### config.mk
export PLATFORM = sky130hd
export DESIGN_NAME = l2_input_buffer_flat
export DESIGN_NICKNAME = d
export VERILOG_FILES = /design/src/rtl/l2_input_buffer_pkg.sv /design/src/rtl/l2_input_buffer_if.sv /design/src/rtl/l2_input_buffer_chan_fifo2.sv /design/src/rtl/l2_input_buffer.sv /design/src/flat_wrapper.sv
export SDC_FILE = /design/constraint.sdc
export NUM_CORES = 1
export LEC_CHECK = 0
export CAP_MARGIN = 20
export CORE_MARGIN = 10
export CORE_UTILIZATION = 45
export CTS_BUF_LIST = sky130_fd_sc_hd__clkbuf_16
export DETAILED_ROUTE_END_ITERATION = 8
export MAX_ROUTING_LAYER = met4
export PLACE_DENSITY = 0.75
export SLEW_MARGIN = 40
export SYNTH_ARGS = -nofsm -noshare
export SYNTH_HDL_FRONTEND = slang
export SYNTH_SLANG_ARGS = --single-unit
### constraint.sdc
create_clock -name clk -period 12 [get_ports clk]
set_clock_uncertainty 0.15 [all_clocks]
set_input_delay 1.8 -clock clk [delete_from_list [all_inputs] [get_ports clk]]
set_output_delay 1.8 -clock clk [all_outputs]
set_load 0.05 [all_outputs]
### src/rtl/l2_input_buffer_pkg.sv
// Shared L2 inbound types: address widths, payload structs and FIFO occupancy helpers
// used by the input buffer and the decoder behind it.
package l2_input_buffer_pkg;

  localparam int ADDR_W      = 32;
  localparam int LINE_OFF_W  = 4;
  localparam int LINE_ADDR_W = ADDR_W - LINE_OFF_W;

  localparam int RSP_PAY_W_DEF = 64;
  localparam int FWD_PAY_W_DEF = 32;
  localparam int REQ_PAY_W_DEF = 32;

  typedef logic [ADDR_W-1:0]      addr_t;
  typedef logic [LINE_ADDR_W-1:0] line_addr_t;

  typedef struct packed {
    line_addr_t               addr;
    logic [RSP_PAY_W_DEF-1:0] pay;
  } l2_rsp_in_t;

  typedef struct packed {
    line_addr_t               addr;
    logic [FWD_PAY_W_DEF-1:0] pay;
  } l2_fwd_in_t;

  typedef struct packed {
    addr_t                    addr;
    logic [REQ_PAY_W_DEF-1:0] pay;
  } l2_cpu_req_t;

  // Two-entry channel FIFO occupancy
  typedef logic [1:0] fifo_cnt_t;
  localparam fifo_cnt_t FIFO_EMPTY = 2'd0;
  localparam fifo_cnt_t FIFO_FULL  = 2'd2;

  function automatic fifo_cnt_t cnt_next(fifo_cnt_t cnt, logic push, logic pop);
    fifo_cnt_t res;
    res = cnt;
    case ({push, pop})
      2'b10:   res = cnt + 2'd1;
      2'b01:   res = cnt - 2'd1;
      default: res = cnt;
    endcase
    return res;
  endfunction

endpackage

### src/rtl/l2_input_buffer_if.sv
// One valid/ready channel carrying a line/byte address plus an opaque payload.
// master drives valid/addr/pay, slave returns ready.
interface l2_input_buffer_if #(
  parameter int AW = l2_input_buffer_pkg::LINE_ADDR_W,
  parameter int PW = l2_input_buffer_pkg::RSP_PAY_W_DEF
) ();

  logic          valid;
  logic          ready;
  logic [AW-1:0] addr;
  logic [PW-1:0] pay;

  modport master (output valid, output addr, output pay, input  ready);
  modport slave  (input  valid, input  addr, input  pay, output ready);

endinterface

### src/rtl/l2_input_buffer_chan_fifo2.sv
// Two-entry FIFO with a registered in_ready and zero-bubble head presentation.
// Storage is never reset; only occupancy, pointers and flags are.
module l2_chan_fifo2
  import l2_input_buffer_pkg::*;
#(
  parameter int W = 8
) (
  input  logic         clk,
  input  logic         rst,
  input  logic         in_valid_i,
  output logic         in_ready_o,
  input  logic [W-1:0] in_data_i,
  output logic         out_valid_o,
  input  logic         out_ready_i,
  output logic [W-1:0] out_data_o,
  output logic         empty_o
);

  fifo_cnt_t    count_q, count_d;
  logic         wptr_q, wptr_d;
  logic         rptr_q, rptr_d;
  logic         in_ready_q, in_ready_d;
  logic         empty_q, empty_d;
  logic [W-1:0] mem_q [2];

  logic push, pop;

  assign push        = in_valid_i & in_ready_q;
  assign out_valid_o = (count_q != FIFO_EMPTY);
  assign pop         = out_valid_o & out_ready_i;

  always_comb begin
    count_d    = cnt_next(count_q, push, pop);
    wptr_d     = push ? ~wptr_q : wptr_q;
    rptr_d     = pop  ? ~rptr_q : rptr_q;
    // ready looks at next occupancy so the sender sees it right after the edge
    in_ready_d = (count_d != FIFO_FULL);
    empty_d    = (count_d == FIFO_EMPTY);
  end

  always_ff @(posedge clk or negedge rst) begin
    if (!rst) begin
      count_q    <= FIFO_EMPTY;
      wptr_q     <= 1'b0;
      rptr_q     <= 1'b0;
      in_ready_q <= 1'b1;
      empty_q    <= 1'b1;
    end else begin
      count_q    <= count_d;
      wptr_q     <= wptr_d;
      rptr_q     <= rptr_d;
      in_ready_q <= in_ready_d;
      empty_q    <= empty_d;
    end
  end

  always_ff @(posedge clk) begin
    if (push) begin
      mem_q[wptr_q] <= in_data_i;
    end
  end

  // Head is masked while empty so stale storage never shows after reset
  assign out_data_o = out_valid_o ? mem_q[rptr_q] : '0;
  assign in_ready_o = in_ready_q;
  assign empty_o    = empty_q;

  count_in_range: assert property (@(posedge clk) disable iff (!rst)
    count_q <= FIFO_FULL);

  no_push_when_full: assert property (@(posedge clk) disable iff (!rst)
    push |-> (count_q != FIFO_FULL));

endmodule

### src/rtl/l2_input_buffer.sv
// Staging buffer for the three L2 inbound channels ahead of l2_input_decoder.
// Each channel sits in its own 2-entry FIFO; external ready comes straight off a flop.
module l2_input_buffer
  import l2_input_buffer_pkg::*;
#(
  parameter int RSP_PAY_W = RSP_PAY_W_DEF,
  parameter int FWD_PAY_W = FWD_PAY_W_DEF,
  parameter int REQ_PAY_W = REQ_PAY_W_DEF,
  parameter int DEPTH     = 2
) (
  input  logic               clk,
  input  logic               rst,
  l2_input_buffer_if.slave   l2_rsp_in,
  l2_input_buffer_if.master  l2_rsp_in_int,
  l2_input_buffer_if.slave   l2_fwd_in,
  l2_input_buffer_if.master  l2_fwd_in_int,
  l2_input_buffer_if.slave   l2_cpu_req,
  l2_input_buffer_if.master  l2_cpu_req_int,
  output logic               inbuf_empty
);

  localparam int RSP_W = LINE_ADDR_W + RSP_PAY_W;
  localparam int FWD_W = LINE_ADDR_W + FWD_PAY_W;
  localparam int REQ_W = ADDR_W + REQ_PAY_W;

  if (DEPTH != 2) begin : g_depth_chk
    $error("l2_input_buffer supports DEPTH == 2 only");
  end

  logic [RSP_W-1:0] rsp_dout;
  logic [FWD_W-1:0] fwd_dout;
  logic [REQ_W-1:0] req_dout;
  logic             rsp_empty, fwd_empty, req_empty;

  l2_chan_fifo2 #(.W(RSP_W)) u_rsp_fifo (
    .clk         (clk),
    .rst         (rst),
    .in_valid_i  (l2_rsp_in.valid),
    .in_ready_o  (l2_rsp_in.ready),
    .in_data_i   ({l2_rsp_in.addr, l2_rsp_in.pay}),
    .out_valid_o (l2_rsp_in_int.valid),
    .out_ready_i (l2_rsp_in_int.ready),
    .out_data_o  (rsp_dout),
    .empty_o     (rsp_empty)
  );

  l2_chan_fifo2 #(.W(FWD_W)) u_fwd_fifo (
    .clk         (clk),
    .rst         (rst),
    .in_valid_i  (l2_fwd_in.valid),
    .in_ready_o  (l2_fwd_in.ready),
    .in_data_i   ({l2_fwd_in.addr, l2_fwd_in.pay}),
    .out_valid_o (l2_fwd_in_int.valid),
    .out_ready_i (l2_fwd_in_int.ready),
    .out_data_o  (fwd_dout),
    .empty_o     (fwd_empty)
  );

  l2_chan_fifo2 #(.W(REQ_W)) u_req_fifo (
    .clk         (clk),
    .rst         (rst),
    .in_valid_i  (l2_cpu_req.valid),
    .in_ready_o  (l2_cpu_req.ready),
    .in_data_i   ({l2_cpu_req.addr, l2_cpu_req.pay}),
    .out_valid_o (l2_cpu_req_int.valid),
    .out_ready_i (l2_cpu_req_int.ready),
    .out_data_o  (req_dout),
    .empty_o     (req_empty)
  );

  // Address sits in the upper bits of each packed entry
  assign l2_rsp_in_int.addr  = rsp_dout[RSP_W-1 -: LINE_ADDR_W];
  assign l2_rsp_in_int.pay   = rsp_dout[RSP_PAY_W-1:0];
  assign l2_fwd_in_int.addr  = fwd_dout[FWD_W-1 -: LINE_ADDR_W];
  assign l2_fwd_in_int.pay   = fwd_dout[FWD_PAY_W-1:0];
  assign l2_cpu_req_int.addr = req_dout[REQ_W-1 -: ADDR_W];
  assign l2_cpu_req_int.pay  = req_dout[REQ_PAY_W-1:0];

  assign inbuf_empty = rsp_empty & fwd_empty & req_empty;

endmodule

### src/flat_wrapper.sv
// flat-port wrapper written by rule: the top's interface ports become plain ports
module l2_input_buffer_flat import l2_input_buffer_pkg::*;
#(
  parameter int RSP_PAY_W = RSP_PAY_W_DEF,
  parameter int FWD_PAY_W = FWD_PAY_W_DEF,
  parameter int REQ_PAY_W = REQ_PAY_W_DEF,
  parameter int DEPTH     = 2
)
  (clk, rst, inbuf_empty, l2_rsp_in_valid, l2_rsp_in_addr, l2_rsp_in_pay, l2_rsp_in_ready, l2_rsp_in_int_valid, l2_rsp_in_int_addr, l2_rsp_in_int_pay, l2_rsp_in_int_ready, l2_fwd_in_valid, l2_fwd_in_addr, l2_fwd_in_pay, l2_fwd_in_ready, l2_fwd_in_int_valid, l2_fwd_in_int_addr, l2_fwd_in_int_pay, l2_fwd_in_int_ready, l2_cpu_req_valid, l2_cpu_req_addr, l2_cpu_req_pay, l2_cpu_req_ready, l2_cpu_req_int_valid, l2_cpu_req_int_addr, l2_cpu_req_int_pay, l2_cpu_req_int_ready);
  l2_input_buffer_if #(.AW(LINE_ADDR_W), .PW(64)) l2_rsp_in_i ();
  l2_input_buffer_if #(.AW(LINE_ADDR_W), .PW(64)) l2_rsp_in_int_i ();
  l2_input_buffer_if #(.AW(LINE_ADDR_W), .PW(32)) l2_fwd_in_i ();
  l2_input_buffer_if #(.AW(LINE_ADDR_W), .PW(32)) l2_fwd_in_int_i ();
  l2_input_buffer_if #(.AW(ADDR_W), .PW(32)) l2_cpu_req_i ();
  l2_input_buffer_if #(.AW(ADDR_W), .PW(32)) l2_cpu_req_int_i ();
  input  logic clk;
  input  logic rst;
  output logic inbuf_empty;
  input wire logic [$bits(l2_rsp_in_i.valid)-1:0] l2_rsp_in_valid;
  input wire logic [$bits(l2_rsp_in_i.addr)-1:0] l2_rsp_in_addr;
  input wire logic [$bits(l2_rsp_in_i.pay)-1:0] l2_rsp_in_pay;
  output wire logic [$bits(l2_rsp_in_i.ready)-1:0] l2_rsp_in_ready;
  output wire logic [$bits(l2_rsp_in_int_i.valid)-1:0] l2_rsp_in_int_valid;
  output wire logic [$bits(l2_rsp_in_int_i.addr)-1:0] l2_rsp_in_int_addr;
  output wire logic [$bits(l2_rsp_in_int_i.pay)-1:0] l2_rsp_in_int_pay;
  input wire logic [$bits(l2_rsp_in_int_i.ready)-1:0] l2_rsp_in_int_ready;
  input wire logic [$bits(l2_fwd_in_i.valid)-1:0] l2_fwd_in_valid;
  input wire logic [$bits(l2_fwd_in_i.addr)-1:0] l2_fwd_in_addr;
  input wire logic [$bits(l2_fwd_in_i.pay)-1:0] l2_fwd_in_pay;
  output wire logic [$bits(l2_fwd_in_i.ready)-1:0] l2_fwd_in_ready;
  output wire logic [$bits(l2_fwd_in_int_i.valid)-1:0] l2_fwd_in_int_valid;
  output wire logic [$bits(l2_fwd_in_int_i.addr)-1:0] l2_fwd_in_int_addr;
  output wire logic [$bits(l2_fwd_in_int_i.pay)-1:0] l2_fwd_in_int_pay;
  input wire logic [$bits(l2_fwd_in_int_i.ready)-1:0] l2_fwd_in_int_ready;
  input wire logic [$bits(l2_cpu_req_i.valid)-1:0] l2_cpu_req_valid;
  input wire logic [$bits(l2_cpu_req_i.addr)-1:0] l2_cpu_req_addr;
  input wire logic [$bits(l2_cpu_req_i.pay)-1:0] l2_cpu_req_pay;
  output wire logic [$bits(l2_cpu_req_i.ready)-1:0] l2_cpu_req_ready;
  output wire logic [$bits(l2_cpu_req_int_i.valid)-1:0] l2_cpu_req_int_valid;
  output wire logic [$bits(l2_cpu_req_int_i.addr)-1:0] l2_cpu_req_int_addr;
  output wire logic [$bits(l2_cpu_req_int_i.pay)-1:0] l2_cpu_req_int_pay;
  input wire logic [$bits(l2_cpu_req_int_i.ready)-1:0] l2_cpu_req_int_ready;
  assign l2_rsp_in_i.valid = l2_rsp_in_valid;
  assign l2_rsp_in_i.addr = l2_rsp_in_addr;
  assign l2_rsp_in_i.pay = l2_rsp_in_pay;
  assign l2_rsp_in_ready = l2_rsp_in_i.ready;
  assign l2_rsp_in_int_valid = l2_rsp_in_int_i.valid;
  assign l2_rsp_in_int_addr = l2_rsp_in_int_i.addr;
  assign l2_rsp_in_int_pay = l2_rsp_in_int_i.pay;
  assign l2_rsp_in_int_i.ready = l2_rsp_in_int_ready;
  assign l2_fwd_in_i.valid = l2_fwd_in_valid;
  assign l2_fwd_in_i.addr = l2_fwd_in_addr;
  assign l2_fwd_in_i.pay = l2_fwd_in_pay;
  assign l2_fwd_in_ready = l2_fwd_in_i.ready;
  assign l2_fwd_in_int_valid = l2_fwd_in_int_i.valid;
  assign l2_fwd_in_int_addr = l2_fwd_in_int_i.addr;
  assign l2_fwd_in_int_pay = l2_fwd_in_int_i.pay;
  assign l2_fwd_in_int_i.ready = l2_fwd_in_int_ready;
  assign l2_cpu_req_i.valid = l2_cpu_req_valid;
  assign l2_cpu_req_i.addr = l2_cpu_req_addr;
  assign l2_cpu_req_i.pay = l2_cpu_req_pay;
  assign l2_cpu_req_ready = l2_cpu_req_i.ready;
  assign l2_cpu_req_int_valid = l2_cpu_req_int_i.valid;
  assign l2_cpu_req_int_addr = l2_cpu_req_int_i.addr;
  assign l2_cpu_req_int_pay = l2_cpu_req_int_i.pay;
  assign l2_cpu_req_int_i.ready = l2_cpu_req_int_ready;
  l2_input_buffer #(.RSP_PAY_W(RSP_PAY_W), .FWD_PAY_W(FWD_PAY_W), .REQ_PAY_W(REQ_PAY_W), .DEPTH(DEPTH)) u_core (.clk(clk), .rst(rst), .l2_rsp_in(l2_rsp_in_i), .l2_rsp_in_int(l2_rsp_in_int_i), .l2_fwd_in(l2_fwd_in_i), .l2_fwd_in_int(l2_fwd_in_int_i), .l2_cpu_req(l2_cpu_req_i), .l2_cpu_req_int(l2_cpu_req_int_i), .inbuf_empty(inbuf_empty));
endmodule
# Word-level counts from Yosys, hierarchy flattened
# Memory sizes are Yosys's and may differ from the RTL's.
# Index checks and enable logic that the tools add are counted.
[totals]
memories = 3
in_bits = 224
ff_bits = 18
elab_cells = 65
ram_bits = 432
output_inout_bits = 223
[memory_table]
columns = ["name", "words", "word_bits", "read_ports", "rd_clocked_by_memory_dff", "wr", "line_no", "source"]
rows = [
  ["u_core.u_rsp_fifo.mem_q", 2, 92, 1, 0, 1, "l2_input_buffer_chan_fifo2.sv:24", "logic [W-1:0] mem_q [2];"],
  ["u_core.u_req_fifo.mem_q", 2, 64, 1, 0, 1, "l2_input_buffer_chan_fifo2.sv:24", ""],
  ["u_core.u_fwd_fifo.mem_q", 2, 60, 1, 0, 1, "l2_input_buffer_chan_fifo2.sv:24", ""],
]
[op_classes]
n_reduce_logical = 6
eq_ne = 9
n_addsub = 6
bitwise_logic = 14
mux = 12
[ops]
columns = ["cell", "n"]
rows = [
  ["92-bit 2-to-1 mux", 1],
  ["64-bit 2-to-1 mux", 1],
  ["60-bit 2-to-1 mux", 1],
  ["2-bit one-hot mux with 2 select lines", 3],
  ["1-bit bitwise AND", 8],
  ["2-bit by 1-bit adder with 2-bit output, second input constant", 3],
  ["2-bit by 1-bit == test with 1-bit output, second input constant", 3],
  ["2-bit == test, second input constant", 3],
  ["2-bit logical NOT", 3],
  ["1-bit 2-to-1 mux", 6],
  ["2-bit inequality test, second input constant", 3],
  ["1-bit NOT", 6],
  ["2-bit nonzero test", 3],
  ["2-bit by 1-bit subtractor with 2-bit output, second input constant", 3],
]

# Longest topological paths before layout
[logic_depth]
ltp_word = 5
depth_mapped = 8
depth_no_buf = 7

# Modules after synthesis
# From an unflattened synthesis, not the netlist that was laid out.
[unflattened]
hier_cells = 992
hier_area_um2 = 17292.8
[modules_own_cells]
columns = ["mod", "n_inst", "area_per_inst_um2", "cells_each"]
rows = [
  ["l2_chan_fifo2 at u_core.u_rsp_fifo", 1, 7312.0, 416],
  ["l2_chan_fifo2 at u_core.u_req_fifo", 1, 5167.5, 296],
  ["l2_chan_fifo2 at u_core.u_fwd_fifo", 1, 4807.1, 279],
  ["l2_input_buffer", 1, 6.3, 1],
]

# Worst setup path before layout
# OpenSTA, ideal clock, no wires.
[synth_path]
kind = "input to register"
start = "input port l2_rsp_in_valid"
end = "memory u_core.u_rsp_fifo.mem_q[0][0] (netlist name), enable pin"
setup_ns = 0.544
path_stages = 2
path_slack_ns = 5.562
n_path_buf = 0
arrival_ns = 5.744
required_ns = 11.306
path_cell_list = "nand2_1 -> nor2_1"
[synth_via]
elab_chain_cells = 3
[synth_lines]
columns = ["element", "line_no", "source"]
rows = [
  ["from (decl)", "flat_wrapper.sv:19", "input wire logic [$bits(l2_rsp_in_i.valid)-1:0] l2_rsp_in_valid;"],
  ["1-bit bitwise AND", "l2_input_buffer_chan_fifo2.sv:28", "assign push = in_valid_i & in_ready_q;"],
  ["1-bit 2-to-1 mux", "l2_input_buffer_chan_fifo2.sv:58", "if (push) begin"],
  ["1-bit 2-to-1 mux (implied by the code)", "l2_input_buffer_chan_fifo2.sv:59", "mem_q[wptr_q] <= in_data_i;"],
  ["to (decl)", "l2_input_buffer_chan_fifo2.sv:24", ""],
]
# Every way passes these cells.

# Final worst setup path
[layout_path]
start = "register u_core.u_rsp_fifo.rptr_q"
end = "output port l2_rsp_in_int_addr[12]"
[layout_via]
elab_chain_cells = 2
[layout_lines]
columns = ["element", "line_no", "source"]
rows = [
  ["from (decl)", "l2_input_buffer_chan_fifo2.sv:21", "logic rptr_q, rptr_d;"],
  ["from (signal assigned)", "l2_input_buffer_chan_fifo2.sv:51", "rptr_q <= rptr_d;"],
  ["memory read 2 x 92 bit", "-", ""],
  ["92-bit 2-to-1 mux", "l2_input_buffer_chan_fifo2.sv:64", "assign out_data_o = out_valid_o ? mem_q[rptr_q] : '0;"],
  ["to (decl)", "flat_wrapper.sv:24", "output wire logic [$bits(l2_rsp_in_int_i.addr)-1:0] l2_rsp_in_int_addr;"],
]
# Every way passes these cells.

==> metrics.md <==
| Metric | Value |
|---|---|
| DRC viols | `0` |
| GRT busiest layer | `met2` |
| Number of setup violations in the final report | `0` |
| Critical Path AT | `3.26 ns` |
| Root Buffer | `clkbuf_16` |
| Tightest Pin Transition | `0.8353 ns` |
| Grt met2 use | `0.3176` |
| Post-Syn Area per Cell | `17.35 um^2` |
| Layout Utilization | `0.6214` |
| Pleak | `8.641 nW` |
| First-pass GRT wire length | `64.09 mm` |
| R2R Setup Slk | `9.33 ns` |
| Startpoint types | `flip-flop` |
| Final wirelength | `43.28 mm` |
| Fill cells | `2752` |
| Max clock buf depth | `3` |
| Initial DRC Count | `626` |
| Global route overflow | `0` |
| Synth warn | `0` |
| Vias in the first global route | `10455` |
| M1 GR Usage | `0.1997` |
| Post-Syn Area | `0.01723 mm^2` |
| Critical path fanouts, max | `65` |
| Synth cell types | `29` |
| Fin crit period | `5.207 ns` |
| Width of the die | `215.7 um` |
| Sequential share of the synthesized area | `0.7796` |
| NumNets Final | `1679` |
| Setup Buffers After CTS | `0` |
| Post-synthesis register bit count | `450` |
| Period utilization | `0.4339` |
| Largest net degree at the start of global routing | `77` |
| DPL Wire Length | `30.02 mm` |
| WHS Path Cells | `1` |
| Initial Util | `0.4563` |
| Drt pass-1 iters | `5` |
| Outcome | `finished, final reports clean` |
| Die area | `0.04651 mm^2` |
| Launch point of the worst reg-to-reg path | `u_core.u_req_fifo.count_q[1]` |
| Gr usage total | `0.1859` |
| Post-route ant nets | `0` |
| Layout Cell Area excl Fill | `0.02346 mm^2` |
| Setup TNS | `0 ns` |
| Power Total | `7.264 mW` |
| Slew margin rel. | `0.4431` |
| Post-cts sizing count | `0` |
| Clock slew at reported path FFs | `0.05 ns` |
| Share of layout cells above drive strength 1 | `0.06216` |
| Syn Nets | `1220` |
| Hold Buf Count CTS | `0` |
| R2R cell count | `8` |
| Core area | `0.03776 mm^2` |
| Reg-to-reg endpoint | `u_core.u_req_fifo.empty_o` |
| Via density per instance | `4.917` |
| Area delta synth->final | `36.18%` |
| Cell count after synthesis | `993` |
| Die Ht | `215.7 um` |
| CTS tree | `built` |
| Hold EP | `u_core.u_req_fifo.wptr_q` |
| Worst hold margin | `0.3993 ns` |
| Pwr dens | `309.6 mW/mm^2` |
| Clock Latency Late Sink | `0.55 ns` |
| RSZ-0062 raised after global routing | `no` |
| Worst Setup Path Type | `reg -> out` |
| Max-cap violations | `0` |
| # IOs | `447` |
| Row count | `71` |
| H-tree levels | `2` |
| Max Clk Rate | `192.0 MHz` |
| Min-delay src | `u_core.u_req_fifo.wptr_q` |
| Met3 Resource Use GR | `0.06224` |
| DR vias | `9809` |
| Port bufs | `446` |
| Final Hold Fails | `0` |
| Sink Count | `450` |
| Placed cell areas | `0.02212 mm^2` |
| Initial antenna violation count | `4` |
| Critical Path RT | `10.05 ns` |
| Slew Limit Fails | `0` |
| Peak VDD IR | `0.2437 mV` |
| Number of buffers created by CTS | `46` |
| RePlAce Congestion | `0.7977` |
| Hold crit path type | `reg -> reg` |
| CP endpoint kind | `output pin` |
| Routed len/inst | `21.70 um` |
-- layout make-up --
cell class | count | area (um^2) | area share
well taps | 511 | 639.4 | 0.02725
inverters | 6 | 22.52 | 0.0009600
flip-flops and latches | 450 | 13440 | 0.5730
multi-input cells | 488 | 3393 | 0.1446
clock buffers | 47 | 1176 | 0.05013
repair buffers | 460 | 4624 | 0.1971
clock inverters | 29 | 152.6 | 0.006507
diodes | 4 | 10.01 | 0.0004267
-- how the worst max path moves through the flow --
stage,cells after the start,to,slack (ns),start
6_report,4,l2_rsp_in_int_addr[12],6.79,u_core.u_rsp_fifo.rptr_q
5_1_grt,4,l2_rsp_in_int_pay[12],6.64,u_core.u_rsp_fifo.rptr_q
4_1_cts,4,l2_rsp_in_int_pay[21],6.75,u_core.u_rsp_fifo.rptr_q
3_5_place_dp,4,l2_rsp_in_int_pay[21],7.36,u_core.u_rsp_fifo.rptr_q
3_3_place_gp,4,l2_rsp_in_int_pay[21],7.08,u_core.u_rsp_fifo.rptr_q
2_1_floorplan,2,u_core.u_rsp_fifo.mem_q[0][0],5.56,l2_rsp_in_valid
-- where the power goes --
group / leakage [nW] / switching, mW / internal, mW / total (mW)
Combinational: 3.74 / 2.52 / 1.17 / 3.70
Clock: 0.685 / 0.552 / 0.723 / 1.28
Sequential: 4.21 / 0.165 / 2.13 / 2.29
-- kinds of logic after synthesis --
logic type                 share of synthesized area
AOI/OAI and AO/OA                           0.002906
xor gates and xnor gates                    0.007117
adders and majority gates                   0.002179
buffers and inverters                        0.02564
DFF                                           0.7796
muxes                                         0.1255
and+or+nand+nor                              0.05708
-- synth_stat cells, drive strengths merged --
master   count  share of area
a21oi        2        0.00058
a2bb2oi      2         0.0010
a31oi        1        0.00036
and2         3         0.0011
and2b        2        0.00087
and3         4         0.0015
buf         48          0.024
clkbuf       1        0.00044
dfrtp       12          0.017
dfstp        6         0.0092
edfxtp     432           0.75
ha           3         0.0022
inv          6         0.0013
mux2i      216           0.13
nand2        5         0.0011
nand3b       2        0.00087
nor2       228          0.051
nor2b        2        0.00073
nor3b        1        0.00044
o21ai        2        0.00058
o22ai        1        0.00036
xnor2       10         0.0051
xor2         4         0.0020
-- state kept, by name (all words and copies together) (netlist names) --
name                          flops
u_core.u_req_fifo.count_q         2
u_core.u_fwd_fifo.rptr_q          1
u_core.u_fwd_fifo.in_ready_o      1
u_core.u_fwd_fifo.count_q         2
u_core.u_rsp_fifo.wptr_q          1
u_core.u_req_fifo.empty_o         1
u_core.u_fwd_fifo.empty_o         1
u_core.u_req_fifo.wptr_q          1
u_core.u_fwd_fifo.wptr_q          1
u_core.u_req_fifo.mem_q         128
u_core.u_rsp_fifo.mem_q         184
u_core.u_fwd_fifo.mem_q         120
u_core.u_rsp_fifo.empty_o         1
u_core.u_rsp_fifo.count_q         2
u_core.u_req_fifo.rptr_q          1
u_core.u_rsp_fifo.rptr_q          1
u_core.u_req_fifo.in_ready_o      1
u_core.u_rsp_fifo.in_ready_o      1
-- metrics by stage --
step                worst slack [ns]  instances
floorplan                      5.562        993
global placement               7.076       1912
detailed placement             7.365       1915
CTS                            6.752       1991
global route                   6.644       1995
finish                         6.793       1995
-- per-layer routing --
layer / vias to the layer above / wire [um]
li1: 4589 / -
met1: 4833 / 16120
met2: 327 / 22710
met3: 60 / 3515
met4: 0 / 937
met5: - / 0
-- worst max-delay path, cell delays in order (launching register included) --
cell,delay (ns)
dfrtp_4,0.76
buf_6,0.67
mux2i_1,0.20
nor2_1,0.12
clkdlybuf4s50_1,0.85
-- cell usage in the layout, fill, tap and decap left out, types with 2 or more instances in the layout --
master / synthesis / routed
a21oi_1: 2 / 2
a2bb2oi_1: 2 / 2
and2_1: 3 / 3
and2b_1: 2 / 2
and3_2: 0 / 2
buf_12: 1 / 3
buf_4: 17 / 5
buf_6: 7 / 6
clkbuf_16: 0 / 47
clkdlybuf4s50_1: 0 / 445
clkinv_1: 0 / 11
clkinv_2: 0 / 7
dfrtp_1: 12 / 9
dfrtp_4: 0 / 3
dfstp_2: 6 / 6
diode_2: 0 / 4
edfxtp_1: 432 / 432
ha_1: 3 / 3
inv_1: 4 / 12
inv_2: 2 / 2
mux2i_1: 216 / 216
nand2_1: 5 / 5
nand3b_1: 2 / 2
nor2_1: 226 / 222
nor2_4: 2 / 6
nor2b_1: 2 / 2
o21ai_0: 2 / 2
xnor2_1: 10 / 10
xor2_1: 4 / 4
(Power assumes the default switching activity.)
